===== src/rtl/mips_store_pkg.sv =====
// Shared types and constants for the MIPS store unit.
//   store_op_t : store opcode encoding on req_op (5-7 reserved)
//   state_t    : store unit FSM states
//   BE_*       : base byte-enable lane masks, shifted by the byte offset
package mips_store_pkg;

    typedef enum logic [2:0] {
        OP_SB  = 3'd0,
        OP_SH  = 3'd1,
        OP_SW  = 3'd2,
        OP_SWL = 3'd3,
        OP_SWR = 3'd4
    } store_op_t;

    typedef enum logic [1:0] {
        ST_IDLE  = 2'd0,
        ST_WRITE = 2'd1,
        ST_DONE  = 2'd2,
        ST_ERR   = 2'd3
    } state_t;

    localparam logic [3:0] BE_BYTE = 4'b0001;
    localparam logic [3:0] BE_HALF = 4'b0011;
    localparam logic [3:0] BE_WORD = 4'b1111;

endpackage


===== src/rtl/mips_store_lane.sv =====
// Combinational lane steering for stores (little-endian).
//   op         : store opcode (store_op_t encoding, 5-7 reserved)
//   b          : byte offset addr[1:0]
//   data       : rt register value
//   byteenable : active byte lanes, bit i = byte i
//   writedata  : lane-aligned data, unused lanes zero
//   misaligned : misaligned SH/SW or reserved opcode
module mips_store_lane
    import mips_store_pkg::*;
(
    input  logic [2:0]  op,
    input  logic [1:0]  b,
    input  logic [31:0] data,
    output logic [3:0]  byteenable,
    output logic [31:0] writedata,
    output logic        misaligned
);

    logic [4:0] sh_up;
    logic [4:0] sh_swl;

    assign sh_up  = {b, 3'b000};
    // SWL places the high-order bytes of rt into lanes 0..b.
    assign sh_swl = 5'(5'd24 - {b, 3'b000});

    // Lane decode; error cases drive no lanes.
    always_comb begin
        byteenable = 4'b0000;
        writedata  = 32'd0;
        misaligned = 1'b0;
        case (op)
            OP_SB: begin
                byteenable = 4'(BE_BYTE << b);
                writedata  = {24'd0, data[7:0]} << sh_up;
            end
            OP_SH: begin
                if (b[0]) begin
                    misaligned = 1'b1;
                end else begin
                    byteenable = 4'(BE_HALF << b);
                    writedata  = {16'd0, data[15:0]} << sh_up;
                end
            end
            OP_SW: begin
                if (b != 2'd0) begin
                    misaligned = 1'b1;
                end else begin
                    byteenable = BE_WORD;
                    writedata  = data;
                end
            end
            OP_SWL: begin
                byteenable = BE_WORD >> (2'd3 - b);
                writedata  = data >> sh_swl;
            end
            OP_SWR: begin
                byteenable = 4'(BE_WORD << b);
                writedata  = data << sh_up;
            end
            default: misaligned = 1'b1;
        endcase
    end

endmodule


===== src/rtl/mips_store_unit.sv =====
// MIPS store unit: narrows/aligns rt for SB/SH/SW/SWL/SWR and issues one
// word-aligned write with byte enables over a waitrequest bus.
//   clk, rst (sync, active-low)
//   req_valid/req_ready/req_op/req_addr/req_data : CPU store request
//   mem_write/mem_address/mem_writedata/mem_byteenable/mem_waitrequest :
//       data memory write port
//   done/addr_error/bus_error : one-cycle completion / error pulses
module mips_store_unit
    import mips_store_pkg::*;
#(
    parameter int unsigned WAIT_LIMIT = 255
) (
    input  logic        clk,
    input  logic        rst,
    input  logic        req_valid,
    output logic        req_ready,
    input  logic [2:0]  req_op,
    input  logic [31:0] req_addr,
    input  logic [31:0] req_data,
    output logic        mem_write,
    output logic [31:0] mem_address,
    output logic [31:0] mem_writedata,
    output logic [3:0]  mem_byteenable,
    input  logic        mem_waitrequest,
    output logic        done,
    output logic        addr_error,
    output logic        bus_error
);

    localparam int unsigned CNT_W = (WAIT_LIMIT < 2) ? 1 : $clog2(WAIT_LIMIT + 1);

    state_t             state, state_nxt;
    logic [CNT_W-1:0]   wait_cnt, wait_cnt_nxt;
    logic               req_ready_nxt, mem_write_nxt;
    logic               done_nxt, addr_error_nxt, bus_error_nxt;
    logic [31:0]        mem_address_nxt, mem_writedata_nxt;
    logic [3:0]         mem_byteenable_nxt;

    logic [3:0]         lane_be_c;
    logic [31:0]        lane_wd_c;
    logic               lane_bad_c;
    logic               wait_last_c;

    mips_store_lane u_lane (
        .op         (req_op),
        .b          (req_addr[1:0]),
        .data       (req_data),
        .byteenable (lane_be_c),
        .writedata  (lane_wd_c),
        .misaligned (lane_bad_c)
    );

    // Abort on the edge where waitrequest has been high for WAIT_LIMIT edges.
    assign wait_last_c = (WAIT_LIMIT != 32'd0) &&
                         ((32'(wait_cnt) + 32'd1) == WAIT_LIMIT);

    // Next-state and registered-output decode.
    always_comb begin
        state_nxt          = state;
        wait_cnt_nxt       = '0;
        req_ready_nxt      = 1'b0;
        mem_write_nxt      = 1'b0;
        done_nxt           = 1'b0;
        addr_error_nxt     = 1'b0;
        bus_error_nxt      = 1'b0;
        mem_address_nxt    = mem_address;
        mem_writedata_nxt  = mem_writedata;
        mem_byteenable_nxt = mem_byteenable;
        case (state)
            ST_IDLE: begin
                if (req_valid) begin
                    if (lane_bad_c) begin
                        state_nxt      = ST_ERR;
                        addr_error_nxt = 1'b1;
                    end else begin
                        state_nxt          = ST_WRITE;
                        mem_write_nxt      = 1'b1;
                        mem_address_nxt    = {req_addr[31:2], 2'b00};
                        mem_writedata_nxt  = lane_wd_c;
                        mem_byteenable_nxt = lane_be_c;
                    end
                end else begin
                    req_ready_nxt = 1'b1;
                end
            end
            ST_WRITE: begin
                if (!mem_waitrequest) begin
                    state_nxt = ST_DONE;
                    done_nxt  = 1'b1;
                end else if (wait_last_c) begin
                    state_nxt     = ST_IDLE;
                    bus_error_nxt = 1'b1;
                    req_ready_nxt = 1'b1;
                end else begin
                    mem_write_nxt = 1'b1;
                    wait_cnt_nxt  = wait_cnt + CNT_W'(1);
                end
            end
            ST_DONE: begin
                state_nxt     = ST_IDLE;
                req_ready_nxt = 1'b1;
            end
            ST_ERR: begin
                state_nxt     = ST_IDLE;
                req_ready_nxt = 1'b1;
            end
            default: begin
                state_nxt     = ST_IDLE;
                req_ready_nxt = 1'b1;
            end
        endcase
    end

    // State and output registers.
    always_ff @(posedge clk) begin
        if (!rst) begin
            state          <= ST_IDLE;
            wait_cnt       <= '0;
            req_ready      <= 1'b1;
            mem_write      <= 1'b0;
            mem_address    <= 32'd0;
            mem_writedata  <= 32'd0;
            mem_byteenable <= 4'd0;
            done           <= 1'b0;
            addr_error     <= 1'b0;
            bus_error      <= 1'b0;
        end else begin
            state          <= state_nxt;
            wait_cnt       <= wait_cnt_nxt;
            req_ready      <= req_ready_nxt;
            mem_write      <= mem_write_nxt;
            mem_address    <= mem_address_nxt;
            mem_writedata  <= mem_writedata_nxt;
            mem_byteenable <= mem_byteenable_nxt;
            done           <= done_nxt;
            addr_error     <= addr_error_nxt;
            bus_error      <= bus_error_nxt;
        end
    end

endmodule

===== config.mk =====
export PLATFORM = sky130hd
export DESIGN_NAME = mips_store_unit
export DESIGN_NICKNAME = d
export VERILOG_FILES = /design/src/rtl/mips_store_pkg.sv /design/src/rtl/mips_store_lane.sv /design/src/rtl/mips_store_unit.sv
export SDC_FILE = /design/constraint.sdc
export NUM_CORES = 1
export LEC_CHECK = 0
export ABC_AREA = 1
export CORE_UTILIZATION = 41
export DETAILED_ROUTE_END_ITERATION = 8
export PLACE_DENSITY = 0.76
export SLEW_MARGIN = 5
export SYNTH_ARGS = -nofsm -noshare
export SYNTH_HDL_FRONTEND = slang
export SYNTH_SLANG_ARGS = --single-unit

===== constraint.sdc =====
create_clock -name clk -period 1.6 [get_ports clk]
set_clock_uncertainty 0.1 [all_clocks]
set_input_delay 0.32 -clock clk [delete_from_list [all_inputs] [get_ports clk]]
set_output_delay 0.32 -clock clk [all_outputs]
set_load 0.005 [all_outputs]

==> results of run 1 <==
-- how the worst min path moves through the flow --
stage                    start              end  slack, ns  depth (start not counted)
2_1_floorplan  mem_waitrequest             done       0.31                          1
3_3_place_gp   mem_address[22]  mem_address[22]       0.35                          2
3_5_place_dp    mem_address[3]   mem_address[3]       0.36                          2
4_1_cts        mem_address[30]  mem_address[30]       0.37                          2
5_1_grt              req_valid       addr_error       0.27                          4
6_report             req_valid       addr_error       0.27                          4
-- cell families after synthesis --
logic type      Yosys count  synth area share, %
flops                    81                38.83
other cells               1              0.08979
buf+inv                  82                8.538
simple gates            302                29.84
compound gates          173                22.11
fa+ha+maj                 2               0.5991
-- flip-flops by register name, indices dropped and copies added, names as in the netlist --
name / cells
mem_writedata: 32
mem_address: 30
wait_cnt: 8
mem_byteenable: 4
state: 2
addr_error: 1
bus_error: 1
done: 1
mem_write: 1
req_ready: 1
-- repair_timing --
| item | CTS | global route |
|---|---|---|
| hold buffers | 0 | 0 |
| gates cloned | 1 | 1 |
| pin swaps | 12 | 8 |
| setup endpoints to repair | 145 | 79 |
| buffers inserted | 3 | 2 |
| gates resized for setup | 146 | 37 |
-- synth_stat cells (all sizes together) (2+ instances only) --
library cell / number
nand3: 29
o22ai: 6
nand4: 3
ha: 2
nand2: 191
dfxtp: 81
clkbuf: 12
o21ai: 77
o21a: 5
inv: 49
a21oi: 73
nor3: 12
nor2: 65
a22oi: 5
o21bai: 2
o211ai: 3
buf: 21
-- worst max-delay path, cell delays in order, from the launching register on --
cell and delay [ns]:
dfxtp_2 0.35, buf_4 0.12, nand3_1 0.11, o21bai_1 0.22
nand2_2 0.11, nor2_4 0.12, nand3_4 0.12, buf_6 0.14
nor3_1 0.11
-- through the flow --
stage | cells | TNS (ns) | util [%]
6_report | 1001 | 0 | 70.57
5_1_grt | 1001 | -1.038 | 70.57
4_1_cts | 998 | 0 | 68.91
3_5_place_dp | 979 | -30.76 | 64.98
3_3_place_gp | 979 | -29.34 | 64.98
2_1_floorplan | 642 | 0 | -
-- report_power, final --
group	switching, uW	internal (uW)
Combinational	649	683
Clock	822	1040
Sequential	64.4	2160
Total	1540	3880
-- area by class of cell --
cell class              count  share of cell area [%]
multi-input cells         479                   34.85
inverters                  49                   2.691
well taps                 133                   2.402
clock buffers               9                   1.788
clock inverters             6                   1.679
repair buffers            244                   32.65
flip-flops and latches     81                   23.94
-- layer usage --
metal  global-route usage [%]  up-vias  part of all wire, %
met5                        0        -                    0
met4                    10.62        0                  2.2
met3                    5.424       33                  6.2
met2                    50.62      207                   50
met1                    35.27     2409                   42
li1                         -     2544                    -
==> out/results.ini, run 1 <==
[drt]
via_per_inst=5.188
drtPass1Iterations=5
wire_per_inst_um=15.45
drc=0
drt_iter0_drc=286
via_count=5193
wl_um=15470
ant_nets=0

[synth]
yosys.area.top_type=dfxtp_1
syn_area_per_cell_um2=6.516
seq_area_frac_synth_pct=38.83
ys_async_sr_fraction_pct=0
synth_area_leaders=dfxtp_1 39%, nand2_1 17%, o21ai_0 8.9%, a21oi_1 8.6%, nor2_1 5.5%
synthDistinctLibCells=33
synth_edf_count=0
synth_top_area_share_pct=38.83
yosys_warnings=0
synth_seq_cells=81
synth_ff_type=dfxtp_1
synth_area_um2=4177
syn_inst=641

[setup_path]
cp_data_arrival_time_ns=1.77
worstSetupPathType=reg -> reg
cp-startpoint=wait_cnt[0]
crit_fanout=4
cp-endpoint=bus_error
crit_path_end_kind=flip-flop
critPathRequiredTime_ns=1.78
r2r-start=wait_cnt[0]
reg2reg_to=bus_error
r2r_slack_ns=0.02
start_kind=flip-flop
r2r_cells=8

[finish]
nets=937
area_delta_synth_final_pct=65.91
n_antenna_cell=0
seqCellArea_um2=1659
final_cell_mix=181 x nand2_1, 86 x buf_4, 72 x dlygate4sd2_1
final_common_cell=nand2_1
multi_input_area_um2=2415
fill_cells=861
fin_area_um2=6929
post_route_cells_drive_above_1_share_pct=24.31

[pwr]
p_leak_uw=0.003259
cellPowerDensity_nw_per_um2=781.8
p_total_uw=5417
vdd_drop_max_mv=0.5575

[grt]
track_usage_pct=28.92
antenna_found_initial=0
grt_overflow=0
grt_max_degree=37
first_global_vias=4959
grt_pass1_wl_um=23440

[cts]
worstSkewPairLatency_ns=0.36
cts_tree=built
cts_buffers=9
clkTransAtPathRegs_ns=0.09
cts_buffer_depth=2
cts_sinks=81
htreeDepth=3
clockRootBuffer=clkbuf_8

[timing]
timing.hold.ws_ns=0.2693
rsz0062_at_grt=yes
fmax_mhz=631.2
setup_viol=0
maxSlewViolCount=0
hold_viol=0
fin_ws_ns=0.01570
fin_crit_ns=1.584
fin_crit_sh_pct=99.02

[job]
maxCapViolations=0

[floorplanning]
num_rows=36
die_h_um=102.9
ios=144
dieWidth_um=102.9
start_util_pct=42.53
die_area_um2=10590
core-area_um2=9819

[placement]
dp_hpwl_um=11220
place_ws_ns=-0.5385
io_buffers=141
placed_cell_area_um2=6381
place.gp.congestion=0.9937

[run_status]
outcome=finished, final reports clean

[worst_hold_path]
worstHoldPathType=in -> reg

Power figures use the tool's default switching activity.
==> run 2: changes to the inputs <==
Settings changed: CORE_MARGIN set to 3.
==> out/results.ini, run 2 (synthesized netlist as in run 1, its figures left out) <==
[setup_path]
worstSetupPathType=reg -> reg
crit_path_end_kind=flip-flop
crit_fanout=5
cp_data_arrival_time_ns=1.72
start_kind=flip-flop
slowest_delay_ns=0.34
path_cells=nor2_4 > inv_2 > nor2_4 > nand3_4 > buf_6 > buf_6 > a21oi_1 > nand3_1 > nand2_1 > inv_1
critical-path-top-delay-family=simple AND/OR/NAND/NOR gates
critical_path_buf_inv_count=4
critPathRequiredTime_ns=1.76
slowest_stage=dfxtp_2

[grt]
track_usage_pct=25.83
antenna_found_initial=0
first_global_vias=4872
grt_pass1_wl_um=23490
grt_overflow=0
grt_max_degree=37

[finish]
post_route_cells_drive_above_1_share_pct=21.00
largest_reg_flops=32
final_common_cell=nand2_1
n_antenna_cell=0
area_delta_synth_final_pct=58.69
nets=925
reg_top3=mem_writedata (32), mem_address (30), wait_cnt (8)
top_register=mem_writedata
seqCellArea_um2=1650
multi_input_area_um2=2318
final_cell_mix=185 x nand2_1, 79 x buf_4, 74 x o21ai_0, 74 x dlygate4sd2_1, 71 x a21oi_1
final_util_pct=67.49
fill_cells=909

[cts]
htreeDepth=3
cts_tree=built
worstSkewPairLatency_ns=0.36
cts_buffers=9
cts_sinks=81
cts_buffer_depth=2
clockRootBuffer=clkbuf_8
clkTransAtPathRegs_ns=0.09
hold_buffers=0

[floorplanning]
start_util_pct=42.53
num_rows=36
ios=144
die_area_um2=11430
die_h_um=106.9
dieWidth_um=106.9
core-area_um2=9819

[drt]
drc=0
wl_um=15020
via_count=5163
drtPass1Iterations=5
via_per_inst=5.215
wire_per_inst_um=15.18
ant_nets=0
drt_iter0_drc=453

[worst_hold_path]
worstHoldPathType=in -> reg

[timing]
setup_viol=0
maxSlewViolCount=0
timing.hold.ws_ns=0.2612
fmax_mhz=641.3
fin_tns_setup_ns=0
rsz0062_at_grt=yes
fin_crit_ns=1.559
fin_crit_sh_pct=97.47
hold_viol=0

[placement]
dp_hpwl_um=11330
io_buffers=141
place.gp.congestion=0.9508

[pwr]
cellPowerDensity_nw_per_um2=774.3
p_leak_uw=0.003113
vdd_drop_max_mv=0.5061

[job]
maxCapViolations=0

[run_status]
outcome=finished, final reports clean

[run 2: changes by cell type in the layout (fill, tap and decap cells not counted), moves of 7 or more]
cell,before,now
dfxtp_1,51,58
dfxtp_2,30,23
o21ai_0,65,74
buf_4,86,79
o21ai_1,9,1
[run 2: final timing paths]
check | start | end | slack (ns) | cells after the start
max | state[1] | mem_writedata[25] | 0.04 | 10
min | req_valid | req_ready | 0.26 | 4
min reg2reg | mem_address[8] | mem_address[8] | 0.36 | 2
max reg2reg | state[1] | mem_writedata[25] | 0.04 | 10
[run 2: power breakdown]
group	switching (uW)	internal, uW	total [uW]
clock network	798	885	1680
registers	61.4	2150	2210
logic	615	619	1230
total	1470	3660	5130
[run 2: through the flow]
stage | std cells | power, uW | worst slack, ns | instance area (um^2)
floorplan | 642 | 2767 | 0.07147 | 4180
global placement | 969 | 3498 | -0.5807 | 6294
detailed placement | 969 | 3523 | -0.6352 | 6294
CTS | 990 | 5141 | 0.006798 | 6540
global route | 990 | 5394 | -0.02921 | 6628
finish | 990 | 5132 | 0.04056 | 6628
[run 2: repair_timing]
item,CTS,global route
pin swaps,8,9
cloned,0,0
hold endpoints to repair,0,0
buffers inserted,5,0
gates resized for setup,114,35
setup endpoints to repair,149,65
[run 2: worst register-to-register path, cell delays in order (launching register included)]
cell and delay (ns):
dfxtp_2 0.34, nor2_4 0.11, inv_2 0.05, nor2_4 0.13, nand3_4 0.13, buf_6 0.17, buf_6 0.13, a21oi_1 0.12
nand3_1 0.09, nand2_1 0.07, inv_1 0.03
[run 2: cell type report]
cell class / count / area share (%)
Inverter: 49 / 2.888
Clock inverter: 6 / 1.359
Sequential cell: 81 / 24.90
Multi-Input combinational cell: 479 / 34.98
Timing Repair Buffer: 232 / 31.43
Clock buffer: 10 / 1.926
Tap cell: 133 / 2.511
[run 2: per-layer routing]
layer / global-route usage [%] / vias to the layer above / wire length (um)
li1: - / 2519 / -
met1: 32.66 / 2375 / 6240
met2: 43.03 / 230 / 7372
met3: 5.539 / 39 / 1027
met4: 9.954 / 0 / 383
met5: 0 / - / 0
==> run 3: changes to the inputs <==
Settings changed: ABC_AREA 1 to 0, CORE_UTILIZATION 41 to 42, PLACE_DENSITY 0.76 to 0.78.
==> out/results.ini, run 3 <==
[pwr]
p_leak_uw=0.003629
p_switching_uw=1985
clkPwrFrac_pct=28.9
vdd_drop_max_mv=0.4314
switching_share_pct=33.22
cellPowerDensity_nw_per_um2=715.5
seqPwrFrac_pct=37.9
power_frac_comb_pct=33.2
intPower_uw=3991

[timing]
fmax_mhz=517.8
timing.hold.ws_ns=0.1559
relSlewSlack_pct=49.75
fin_crit_sh_pct=120.7
rsz0062_at_grt=yes
maxSlewViolCount=0
worst_pin_slew_ns=0.7538
fin_crit_ns=1.931
setup_viol=76
fin_ws_ns=-0.3314
hold_viol=0

[floorplanning]
core-area_um2=9819
ios=144
start_util_pct=43.34
num_rows=36
dieWidth_um=106.7
die_h_um=106.7
die_area_um2=11380

[synth]
synthAdderAreaFrac_pct=0.5881
syn_inst=530
synth_top_family_by_area=compound AO/OA/AOI/OAI gates
yosys_warnings=0
synth_seq_cells=81
synth.most_common_cell=nand2_1
synth_area_um2=4255
synth-xor-area-share_pct=1.647
synth_simple_gate_area_share_pct=17.14
muxShareOfSynthArea_pct=6.116
synth_common_cells=97 x nand2_1, 81 x dfxtp_1, 52 x o21ai_0
syn_area_per_cell_um2=8.029
synth_edf_count=0
synthDistinctLibCells=56
ys_async_sr_fraction_pct=0
seq_area_frac_synth_pct=38.11
synth_compound_area_share_pct=31.11
synth_top_area_share_pct=38.11
synth_ff_type=dfxtp_1
yosys.area.top_type=dfxtp_1
synth_area_leaders=dfxtp_1 38%, nand2_1 8.6%, a221oi_1 6.2%, o21ai_0 6.1%, a21boi_0 5.3%

[setup_path]
r2r_slack_ns=-0.33
path_cells=ha_4 > a21o_1 > a41oi_2 > o311a_1 > a311o_2 > nor2_1
slowest_stage=a311o_2
reg2reg_to=wait_cnt[3]
slowest_delay_ns=0.48
crit_fanout=8
crit_path_end_kind=flip-flop
cp_data_arrival_time_ns=2.15
r2r_cells=6
critPathRequiredTime_ns=1.82
critical_path_buf_inv_count=0
r2r-start=wait_cnt[0]
start_kind=flip-flop
worstSetupPathType=reg -> reg
critical-path-top-delay-family=compound AO/OA/AOI/OAI gates

[finish]
top_register=mem_writedata
final_cell_mix=109 x buf_4, 72 x dlygate4sd2_1, 62 x clkdlybuf4s50_1
reg_top3=mem_writedata (32), mem_address (30), wait_cnt (8)
nets=863
seqCellArea_um2=1669
post_route_cells_drive_above_1_share_pct=47.67
fill_cells=462
largest_reg_flops=32
multi_input_area_um2=3344
final_cell_count_no_fill=929
area_delta_synth_final_pct=96.27
final_common_cell=buf_4

[worst_hold_path]
hold_path_end=mem_address[25]
min_from=rst
worstHoldPathType=in -> reg
whs_path_depth=2

[drt]
via_count=6136
drtPass1Iterations=7
drt_iter0_drc=963
ant_nets=0
drc=0
wire_per_inst_um=25.57
wl_um=23750
via_per_inst=6.605

[grt]
track_usage_pct=33.65
grt_overflow=0
grt_pass1_wl_um=30210
antenna_found_initial=0
first_global_vias=5785
grt_max_degree=37

[cts]
cts_buffer_depth=2
worstSkewPairLatency_ns=0.39
htreeDepth=3
cts_tree=built
clkTransAtPathRegs_ns=0.11
hold_buffers=0
cts_sinks=81
clockRootBuffer=clkbuf_8
cts_buffers=9

[placement]
placed_cells=872
place.gp.congestion=0.9401
io_buffers=141
dp_hpwl_um=11690

[run_status]
outcome=finished, violations left
violations=negative setup slack

[job]
maxCapViolations=0

## run 3: final cells by class
class | instances | share of cell area, %
clock inverter | 5 | 0.7341
timing repair buffer | 296 | 35.21
multi-input combinational | 398 | 40.04
tap | 133 | 1.993
antenna | 1 | 0.02996
clock buffer | 11 | 1.828
inverter | 4 | 0.1798
sequential | 81 | 19.99
## run 3: stage by stage
step / setup TNS (ns) / instance area, um^2 / total power [uW] / worst slack, ns / util (%)
after floorplan: -5.679 / 4522 / 2802 / -0.1575 / -
after global placement: -50.96 / 6778 / 3576 / -0.7831 / 69.02
after detailed placement: -56.98 / 6778 / 3613 / -0.8896 / 69.02
after CTS: -5.401 / 7779 / 5533 / -0.2849 / 79.22
after global routing: -12.33 / 8349 / 6119 / -0.3751 / 85.03
final: -10.18 / 8352 / 5976 / -0.3314 / 85.05
## run 3: logic make-up (layout without fill, tap and decap cells)
kind of cell | count (synthesis) | count (layout)
DFF | 81 | 81
xor gates and xnor gates | 8 | 8
muxes | 23 | 23
and+or+nand+nor | 163 | 163
buffers and inverters | 52 | 316
AOI/OAI and AO/OA | 200 | 200
adders and majority gates | 2 | 2
other | 1 | 3
## run 3: routing by layer
layer | vias up | share of wire, % | global-route usage, %
met2 | 580 | 46 | 56.47
met1 | 2859 | 35 | 39.19
li1 | 2472 | - | -
met3 | 225 | 10 | 8.609
met5 | - | 0 | 0
met4 | 0 | 8.6 | 18.26
## run 3: worst max path at each step
| stage | start | end | slack (ns) | depth (start not counted) |
|---|---|---|---|---|
| 2_1_floorplan | req_addr[1] | mem_byteenable[1] | -0.16 | 7 |
| 3_3_place_gp | req_op[2] | mem_writedata[10] | -0.78 | 7 |
| 3_5_place_dp | req_op[2] | mem_address[12] | -0.89 | 7 |
| 4_1_cts | wait_cnt[0] | wait_cnt[3] | -0.28 | 6 |
| 5_1_grt | wait_cnt[0] | wait_cnt[6] | -0.38 | 6 |
| 6_report | wait_cnt[0] | wait_cnt[3] | -0.33 | 6 |
## run 3: power groups by stage
stage	Clock [uW]	Combinational [uW]	Sequential (uW)
2_1_floorplan	0	542	2260
3_3_place_gp	0	1320	2250
3_5_place_dp	0	1360	2260
4_1_cts	1640	1660	2230
5_1_grt	1800	2050	2270
6_report	1730	1990	2260
## run 3: timing repair
action / 4_1_cts / 5_1_grt
pin swaps: 43 / 67
gates cloned: 14 / 0
resized for setup: 247 / 165
endpoints found under the hold margin: 0 / 0
buffers inserted: 24 / 11
setup endpoints to repair: 149 / 78
## run 3: worst reg2reg max path, stage by stage, from the launching register on
cell and delay (ns):
dfxtp_4 0.39, ha_4 0.15, a21o_1 0.13, a41oi_2 0.10, o311a_1 0.35, a311o_2 0.48
nor2_1 0.15
